$ cat config.mk
export PLATFORM = sky130hd
export DESIGN_NAME = mod_counter
export DESIGN_NICKNAME = d
export VERILOG_FILES = /design/src/rtl/mod_counter.sv
export SDC_FILE = /design/constraint.sdc
export NUM_CORES = 1
export LEC_CHECK = 0
export BUFFER_PORTS_ARGS = -buffer_cell sky130_fd_sc_hd__buf_2
export CORE_AREA = 3 3 62 64
export DETAILED_ROUTE_END_ITERATION = 6
export DIE_AREA = 0 0 65 67
export PLACE_DENSITY = 0.75
export SYNTH_ARGS = -nofsm -noshare
export SYNTH_HDL_FRONTEND = slang
export SYNTH_SLANG_ARGS = --single-unit
$ cat constraint.sdc
create_clock -name clock -period 5.8 [get_ports clock]
set_clock_uncertainty 0.2 [all_clocks]
set_input_delay 1.16 -clock clock [delete_from_list [all_inputs] [get_ports clock]]
set_output_delay 1.16 -clock clock [all_outputs]
set_load 0.03 [all_outputs]
$ cat src/rtl/mod_counter.sv
// Modulus up/down counter: clear > load > count > hold priority, wrap or saturate at the bound.
// Define MOD_COUNTER_STICKY_EN to add the sticky overflow flag output ovf.
module mod_counter #(
  parameter int WIDTH = 8
) (
  input  logic             clock,
  input  logic             reset_L,
  input  logic             en,
  input  logic             clear,
  input  logic             load,
  input  logic [WIDTH-1:0] D,
  input  logic             up,
  input  logic [WIDTH-1:0] modulus,
  input  logic             wrap,
  output logic [WIDTH-1:0] Q,
  output logic             tc,
  output logic             rollover
`ifdef MOD_COUNTER_STICKY_EN
  ,
  output logic             ovf
`endif
);

  localparam logic [WIDTH-1:0] ONE = WIDTH'(1);

  logic [WIDTH-1:0] count_q, count_d;
  logic             roll_q, roll_d;
  logic [WIDTH-1:0] max_val;
  logic             at_max, at_zero, above_max;
  logic             bound_hit;

  // Modulus 0 selects the full range; all compares stay WIDTH bits so 2^WIDTH-1 wraps cleanly.
  assign max_val   = (modulus == '0) ? '1 : (modulus - ONE);
  assign at_max    = (count_q == max_val);
  assign at_zero   = (count_q == '0);
  assign above_max = (count_q > max_val);

  // NOTE: every always_comb output gets a default first so no path can infer a latch.
  always_comb begin
    count_d   = count_q;
    roll_d    = 1'b0;
    bound_hit = 1'b0;
    if (clear) begin
      count_d = '0;
    end else if (load) begin
      count_d = (D > max_val) ? max_val : D;
    end else if (en) begin
      if (above_max) begin
        bound_hit = 1'b1;
        if (up && wrap) begin
          count_d = '0;
          roll_d  = 1'b1;
        end else begin
          count_d = max_val;
        end
      end else if (up) begin
        if (at_max) begin
          bound_hit = 1'b1;
          if (wrap) begin
            count_d = '0;
            roll_d  = 1'b1;
          end
        end else begin
          count_d = count_q + ONE;
        end
      end else begin
        if (at_zero) begin
          bound_hit = 1'b1;
          if (wrap) begin
            count_d = max_val;
            roll_d  = 1'b1;
          end
        end else begin
          count_d = count_q - ONE;
        end
      end
    end
  end

  // NOTE: state registers use non-blocking assignments so all flops update from pre-edge values.
  always_ff @(posedge clock or negedge reset_L) begin
    if (!reset_L) begin
      count_q <= '0;
      roll_q  <= 1'b0;
    end else begin
      count_q <= count_d;
      roll_q  <= roll_d;
    end
  end

`ifdef MOD_COUNTER_STICKY_EN
  logic ovf_q, ovf_d;

  // Sticky: set by any enabled count attempt at a bound, cleared only by clear; load leaves it alone.
  always_comb begin
    ovf_d = ovf_q;
    if (clear) begin
      ovf_d = 1'b0;
    end else if (bound_hit) begin
      ovf_d = 1'b1;
    end
  end

  always_ff @(posedge clock or negedge reset_L) begin
    if (!reset_L) begin
      ovf_q <= 1'b0;
    end else begin
      ovf_q <= ovf_d;
    end
  end

  assign ovf = ovf_q;
`else
  logic unused_bound;
  assign unused_bound = bound_hit;
`endif

  assign Q        = count_q;
  assign rollover = roll_q;
  assign tc       = en & ((up & at_max) | (~up & at_zero));

endmodule

==> results.py, run 1 <==
metrics = {
    "finish": {
        "area_delta_synth_final_pct": 12.4,
        "final_common_cell": "buf_2",
        "instances_no_fill": 277,
        "mostFrequentLayoutCells": "buf_2 (32), ha_1 (21), inv_1 (18)",
        "drive_gt1_frac": 0.229,
        "antennaDiodeCount": 0,
        "fill_cells": 345,
        "postLayoutCoreUtil": 0.550,
        "final_area_um2": 1830,
        "nets": 276,
    },
    "pwr": {
        "peakVddDrop_mv": 0.0539,
        "power_leakage_nw": 0.837,
        "power_density_nw_per_um2": 192,
        "total_power_mw": 0.351,
    },
    "placed_design": {
        "dpl.hpwl_um": 3540,
        "pre_cts_ws_ns": 0.762,
        "portBuffers": 32,
        "finalWeightedCongestion": 0.962,
        "place_inst": 273,
        "placed_area_um2": 1810,
    },
    "worst_setup_path": {
        "critPathArrivalTime_ns": 3.66,
        "end_kind": "output pin",
        "worstSetupStartpointType": "input port",
        "slowest_stage": "or4b_1",
        "slowest_delay_ns": 0.47,
        "cp_cell_sequence": "buf_2, inv_1, ha_1, or4b_1, o31ai_1, a21oi_1, a31oi_1, inv_1, ha_1, nand4_2, nor2_4, a21oi_2, nor2b_1, buf_2",
        "required_ns": 4.44,
        "crit_type": "in2out",
        "cp_max_fo": 5,
    },
    "clock_network": {
        "cts_tree": "built",
        "cts_buffers": 3,
        "clk-insertion-delay-late_ns": 0.26,
        "post_cts_buffers": 0,
        "h-tree-depth": 1,
        "post_cts_resized": 0,
        "clkTransAtPathRegs_ns": 0.06,
        "clockRootBuffer": "clkbuf_4",
        "clock-sinks": 9,
        "hold_buffers": 0,
        "clockBufferDepth": 2,
    },
    "synthesis": {
        "synthMuxAreaShare": 0.0429,
        "synth_compound_area_frac": 0.317,
        "yosysSeqAreaShare": 0.138,
        "synth-simple-area-share": 0.227,
        "synth_fa_ha_area_frac": 0.161,
        "synthCells": 202,
        "yosysWarnings": 0,
        "syn_nets": 246,
        "synth-edff-count": 0,
        "ys_async_sr_fraction": 1.00,
        "synth_area_um2": 1630,
        "synth_cell_types": 50,
        "synth.avg_cell_area_um2": 8.08,
        "ys_ff_latch": 9,
        "synth_top_family_by_area": "compound AO/OA/AOI/OAI gates",
        "dominantRegCellSynth": "dfrtp_1",
        "yosys.area_share.xor_xnor": 0.0429,
    },
    "sta": {
        "hold_viol_final": 0,
        "min_period_ns": 5.02,
        "slew-limit-headroom": 0.422,
        "fin_setup_tns_ns": 0,
        "layout_setup_ws_ns": 0.776,
        "tightest_slew_ns": 0.867,
        "clock.fmax_ghz": 0.199,
        "fin_crit_sh": 0.866,
        "setup_viol": 0,
        "slew_violations": 0,
        "rsz0062_at_grt": "no",
        "hold_slack_ns": 0.437,
    },
    "floorplanning": {
        "fp.dieW_um": 65,
        "die_h_um": 67,
        "initial_core_util": 0.489,
        "core_um2": 3340,
        "die-area_um2": 4360,
        "io_pins": 33,
        "rows": 21,
    },
    "grt": {
        "grt_pass1_vias": 1512,
        "antenna_found_initial": 0,
        "grt_max_degree": 16,
        "track_usage": 0.213,
        "grt_pass1_wl_um": 7290,
        "globalRoute.totalOverflow": 0,
    },
    "detailed_routing": {
        "wl_per_cell_um": 15.7,
        "avgViaCountPerCell": 6.05,
        "ant_nets": 0,
        "num_vias": 1676,
        "drt_iter0_markers": 253,
        "dr.pass1.iters": 4,
        "routed_wl_um": 4350,
        "drc": 0,
    },
    "job": {
        "cap_violations": 0,
    },
    "hold_path": {
        "hp-class": "reg2reg",
    },
    "outcome": {
        "status": "finished, final reports clean",
    },
}
## power by group
group | internal [mW] | switching (mW) | leakage [nW] | total, mW
logic | 0.0866 | 0.125 | 0.703 | 0.212
clock network | 0.0264 | 0.0209 | 0.0150 | 0.0473
registers | 0.0696 | 0.0226 | 0.119 | 0.0922
total | 0.183 | 0.169 | 0.837 | 0.351
## cell families (layout without fill, tap and decap cells)
kind of cell,after synthesis,in the layout
AO/OA/AOI/OAI,69,69
XOR/XNOR,8,8
adder cells (fa/ha/maj),21,21
buffers and inverters,26,55
flip-flops,9,9
multiplexers,7,7
AND/OR/NAND/NOR,62,62
## Yosys cell counts (2+ instances only)
master,instances,area (µm²)
or2_2,2,12.5
nand2_1,11,41.3
clkbuf_1,3,11.3
and2_1,4,25.0
nor2b_1,3,18.8
a21oi_1,15,75.1
nand2b_1,3,18.8
a21oi_2,4,35.0
nor3_1,5,25.0
or3_1,3,18.8
a211o_1,4,35.0
a211oi_1,2,15.0
o21ai_0,8,40.0
inv_1,18,67.6
buf_2,3,15.0
a31oi_1,3,18.8
a32o_1,5,50.1
a311o_1,2,20.0
xnor2_1,4,35.0
o211ai_1,8,60.1
dfrtp_1,9,225
o22ai_1,5,31.3
a22oi_1,2,15.0
nor4_1,2,12.5
nor2_4,2,22.5
nand4_1,3,18.8
xor2_1,4,35.0
and3_1,2,12.5
buf_6,2,22.5
ha_1,21,263
o31ai_1,2,15.0
mux2i_1,7,70.1
nor2_1,11,41.3
nand3_1,4,20.0
## worst max-delay path: cells and delay by family
kind	cells	cell delay, ns
simple gates	4	0.94
buf+inv	4	0.52
compound gates	4	0.60
fa+ha+maj	2	0.45
## final cells by class
type                    count  area [µm²]  share of cell area
inverters                  18        67.6              0.0368
flip-flops and latches      9         225               0.123
well taps                  46        57.6              0.0314
repair buffers             33         168              0.0914
clock buffers               4        26.3              0.0143
multi-input cells         167        1290               0.703
## final timing paths
check                           start  endpoint  slack (ns)  cells after the start
hold reg to reg                  Q[0]      Q[0]        0.44                      1
max in group asynchronous     reset_L      Q[2]        4.68                      1
min in group asynchronous     reset_L  rollover        0.54                      1
hold / removal                   Q[0]      Q[0]        0.44                      1
setup / recovery           modulus[0]        tc        0.78                     14
setup reg to reg                 Q[1]      Q[7]        2.79                      8
## layer usage
| metal | up-vias | GRT usage | part of all wire | wire, µm |
|---|---|---|---|---|
| met4 | 0 | 0.0686 | 0.0092 | 40 |
| met2 | 60 | 0.372 | 0.48 | 2090 |
| met5 | - | 0 | 0 | 0 |
| met1 | 784 | 0.284 | 0.45 | 1950 |
| li1 | 828 | - | - | - |
| met3 | 4 | 0.00337 | 0.060 | 263 |
## registers in the layout, summed over array words and instances (netlist names)
| signal | flops |
|---|---|
| Q | 8 |
| rollover | 1 |
Note: power is estimated with default switching activity, not from simulation.
==> run 2, diff against run 1 <==
ABC_AREA = 1   (was default)
CORE_AREA = 3 3 68 70   (was 3 3 62 64)
DIE_AREA = 0 0 71 73   (was 0 0 65 67)
GPL_TIMING_DRIVEN = 0   (was default)
HOLD_SLACK_MARGIN = 0.12   (was default)
PLACE_DENSITY = 0.74   (was 0.75)
==> run 2 against run 1 <==
  * Power increased by 28%
  * Largest power group unchanged
  * Largest cell class unchanged
  * First-iteration DRC count fell by 50%
  * Highest routed layer unchanged
  * Critical path type unchanged
  * Flip-flop and latch count unchanged
  * Final cell count rose by 55%
  * Core utilization increased by 1.2 points
  * Clock-buffer cell count unchanged
  * Hold slack lost 0.015 ns
  * Die area is 19% higher
==> results.py, run 2 <==
metrics = {
    "outcome": {
        "status": "finished, final reports clean",
    },
    "synthesis": {
        "synth_area_um2": 2010,
        "synth-edff-count": 0,
        "syn_nets": 388,
        "yosys.area.top_type_share": 0.187,
        "netlist_top_cells_area": "nand2_1 (19%), ha_1 (13%), nand3_1 (12%)",
        "yosysWarnings": 0,
        "ys_ff_latch": 9,
        "synth.avg_cell_area_um2": 5.83,
        "synthCells": 344,
        "dominantRegCellSynth": "dfrtp_1",
        "synth_cell_types": 34,
        "synth.cells.most_frequent": "nand2_1 (100), nand3_1 (49), nor2_1 (39)",
        "synth.most_common_cell": "nand2_1",
        "yosysSeqAreaShare": 0.112,
        "synth_largest_area_cell": "nand2_1",
        "ys_async_sr_fraction": 1.00,
    },
    "floorplanning": {
        "fp.dieW_um": 71,
        "io_pins": 33,
        "die-area_um2": 5180,
        "initial_core_util": 0.498,
        "die_h_um": 73,
        "core_um2": 4030,
        "rows": 23,
    },
    "finish": {
        "area_delta_synth_final_pct": 12.8,
        "final_common_cell": "nand2_1",
        "drive_gt1_frac": 0.214,
        "fill_cells": 422,
        "largest_reg_flops": 8,
        "mostFrequentLayoutCells": "nand2_1 (100), nand3_1 (49), nor2_1 (39)",
        "nets": 423,
        "final_area_um2": 2260,
        "antennaDiodeCount": 0,
    },
    "hold_path": {
        "whs_path_depth": 2,
        "hp-class": "reg2reg",
    },
    "grt": {
        "grt_max_degree": 11,
        "track_usage": 0.223,
        "top_usage_layer": "met2",
        "grt_pass1_vias": 2029,
        "antenna_found_initial": 0,
        "grt_pass1_wl_um": 9190,
        "grt.met2_usage": 0.367,
        "globalRoute.totalOverflow": 0,
        "grt_use_met3": 0.0303,
        "grtUsageMet1": 0.304,
    },
    "detailed_routing": {
        "wl_per_cell_um": 12.7,
        "routed_wl_um": 5420,
        "drc": 0,
        "num_vias": 2236,
        "drt_iter0_markers": 126,
        "ant_nets": 0,
        "dr.pass1.iters": 4,
        "avgViaCountPerCell": 5.22,
    },
    "clock_network": {
        "post_cts_resized": 0,
        "clk-insertion-delay-late_ns": 0.24,
        "clockBufferDepth": 2,
        "hold_buffers": 0,
        "cts_buffers": 3,
        "post_cts_buffers": 0,
        "clock-sinks": 9,
        "clkTransAtPathRegs_ns": 0.04,
        "cts_tree": "built",
        "h-tree-depth": 1,
        "clockRootBuffer": "clkbuf_8",
    },
    "pwr": {
        "peakVddDrop_mv": 0.110,
        "power_leakage_nw": 1.33,
        "power_density_nw_per_um2": 199,
    },
    "worst_setup_path": {
        "worstSetupStartpointType": "input port",
        "crit_type": "in2out",
        "required_ns": 4.44,
        "rr_endpoint": "Q[4]",
        "critPathArrivalTime_ns": 3.48,
        "startpoint": "modulus[0]",
        "end_kind": "output pin",
        "cp_max_fo": 8,
        "reg2reg_from": "Q[7]",
        "rr_worst_depth": 11,
        "reg2reg_setup_slack_ns": 3.58,
        "worstSetupEndpoint": "tc",
    },
    "sta": {
        "slew-limit-headroom": 0.756,
        "tightest_slew_ns": 0.366,
        "clock.fmax_ghz": 0.207,
        "min_period_ns": 4.84,
        "hold_viol_final": 0,
        "fin_crit_sh": 0.834,
        "slew_violations": 0,
        "rsz0062_at_grt": "no",
        "fin_setup_tns_ns": 0,
        "setup_viol": 0,
    },
    "job": {
        "cap_violations": 0,
    },
    "placed_design": {
        "dpl.hpwl_um": 4570,
        "finalWeightedCongestion": 0.895,
        "placed_area_um2": 2220,
        "portBuffers": 30,
    },
}
-- run 2: cell count changes in the layout (fill, tap and decap cells not counted), sizes merged, moves of 7 or more --
cell,before,now
a21oi,19,9
inv,18,45
mux2i,7,0
nand2,12,107
nand3,4,53
nor2,13,52
o211ai,8,0
-- run 2: worst min-delay path by stage --
stage	start	to
after global routing	Q[0]	Q[0]
after global placement	Q[0]	Q[0]
final	Q[0]	Q[0]
after floorplan	Q[7]	Q[7]
after detailed placement	Q[0]	Q[0]
after CTS	Q[0]	Q[0]
-- run 2: final cells by class --
cell class / count / area, µm² / area share
multi-input combinational: 279 / 1520 / 0.670
sequential: 9 / 225 / 0.0994
inverter: 46 / 180 / 0.0796
timing repair buffer: 30 / 150 / 0.0663
buffer: 10 / 85.1 / 0.0376
tap: 50 / 62.6 / 0.0276
clock buffer: 4 / 45.0 / 0.0199
-- run 2: cell families after synthesis --
group,synth area share
AO/OA/AOI/OAI,0.0792
flip-flops,0.112
buffers and inverters,0.132
XOR/XNOR,0.00873
AND/OR/NAND/NOR,0.537
adder cells (fa/ha/maj),0.131
-- run 2: metal layers --
layer / up-vias / wire, µm
met2: 43 / 2520
li1: 1182 / -
met3: 8 / 203
met4: 0 / 102
met5: - / 0
met1: 1003 / 2590
-- run 2: stage by stage --
step	std cells	hold slack, ns	worst slack [ns]	util	power, mW
3_5_place_dp	424	0.418	0.968	0.551	0.377
6_report	428	0.422	0.964	0.562	0.451
4_1_cts	428	0.429	0.962	0.562	0.453
5_1_grt	428	0.468	0.771	0.562	0.496
3_3_place_gp	424	0.413	0.980	0.551	0.372
2_1_floorplan	344	0.514	1.24	-	0.305
-- run 2: critical path, cell delays in order --
cell and delay [ns]:
buf_2 0.10, inv_1 0.14, ha_1 0.17, nand2_1 0.08, nor2_4 0.14, inv_2 0.08
nand3_1 0.13, inv_1 0.09, ha_1 0.30, nand2_1 0.11, nor2_2 0.19, nand2_4 0.11
inv_2 0.08, nor2_2 0.07, or2_4 0.25, nor2_1 0.08, buf_2 0.19
-- run 2: power by group --
group	total [mW]	switching (mW)	internal, mW
combinational	0.288	0.185	0.103
clock	0.0742	0.0262	0.0480
sequential	0.0888	0.0172	0.0716
total	0.451	0.228	0.223
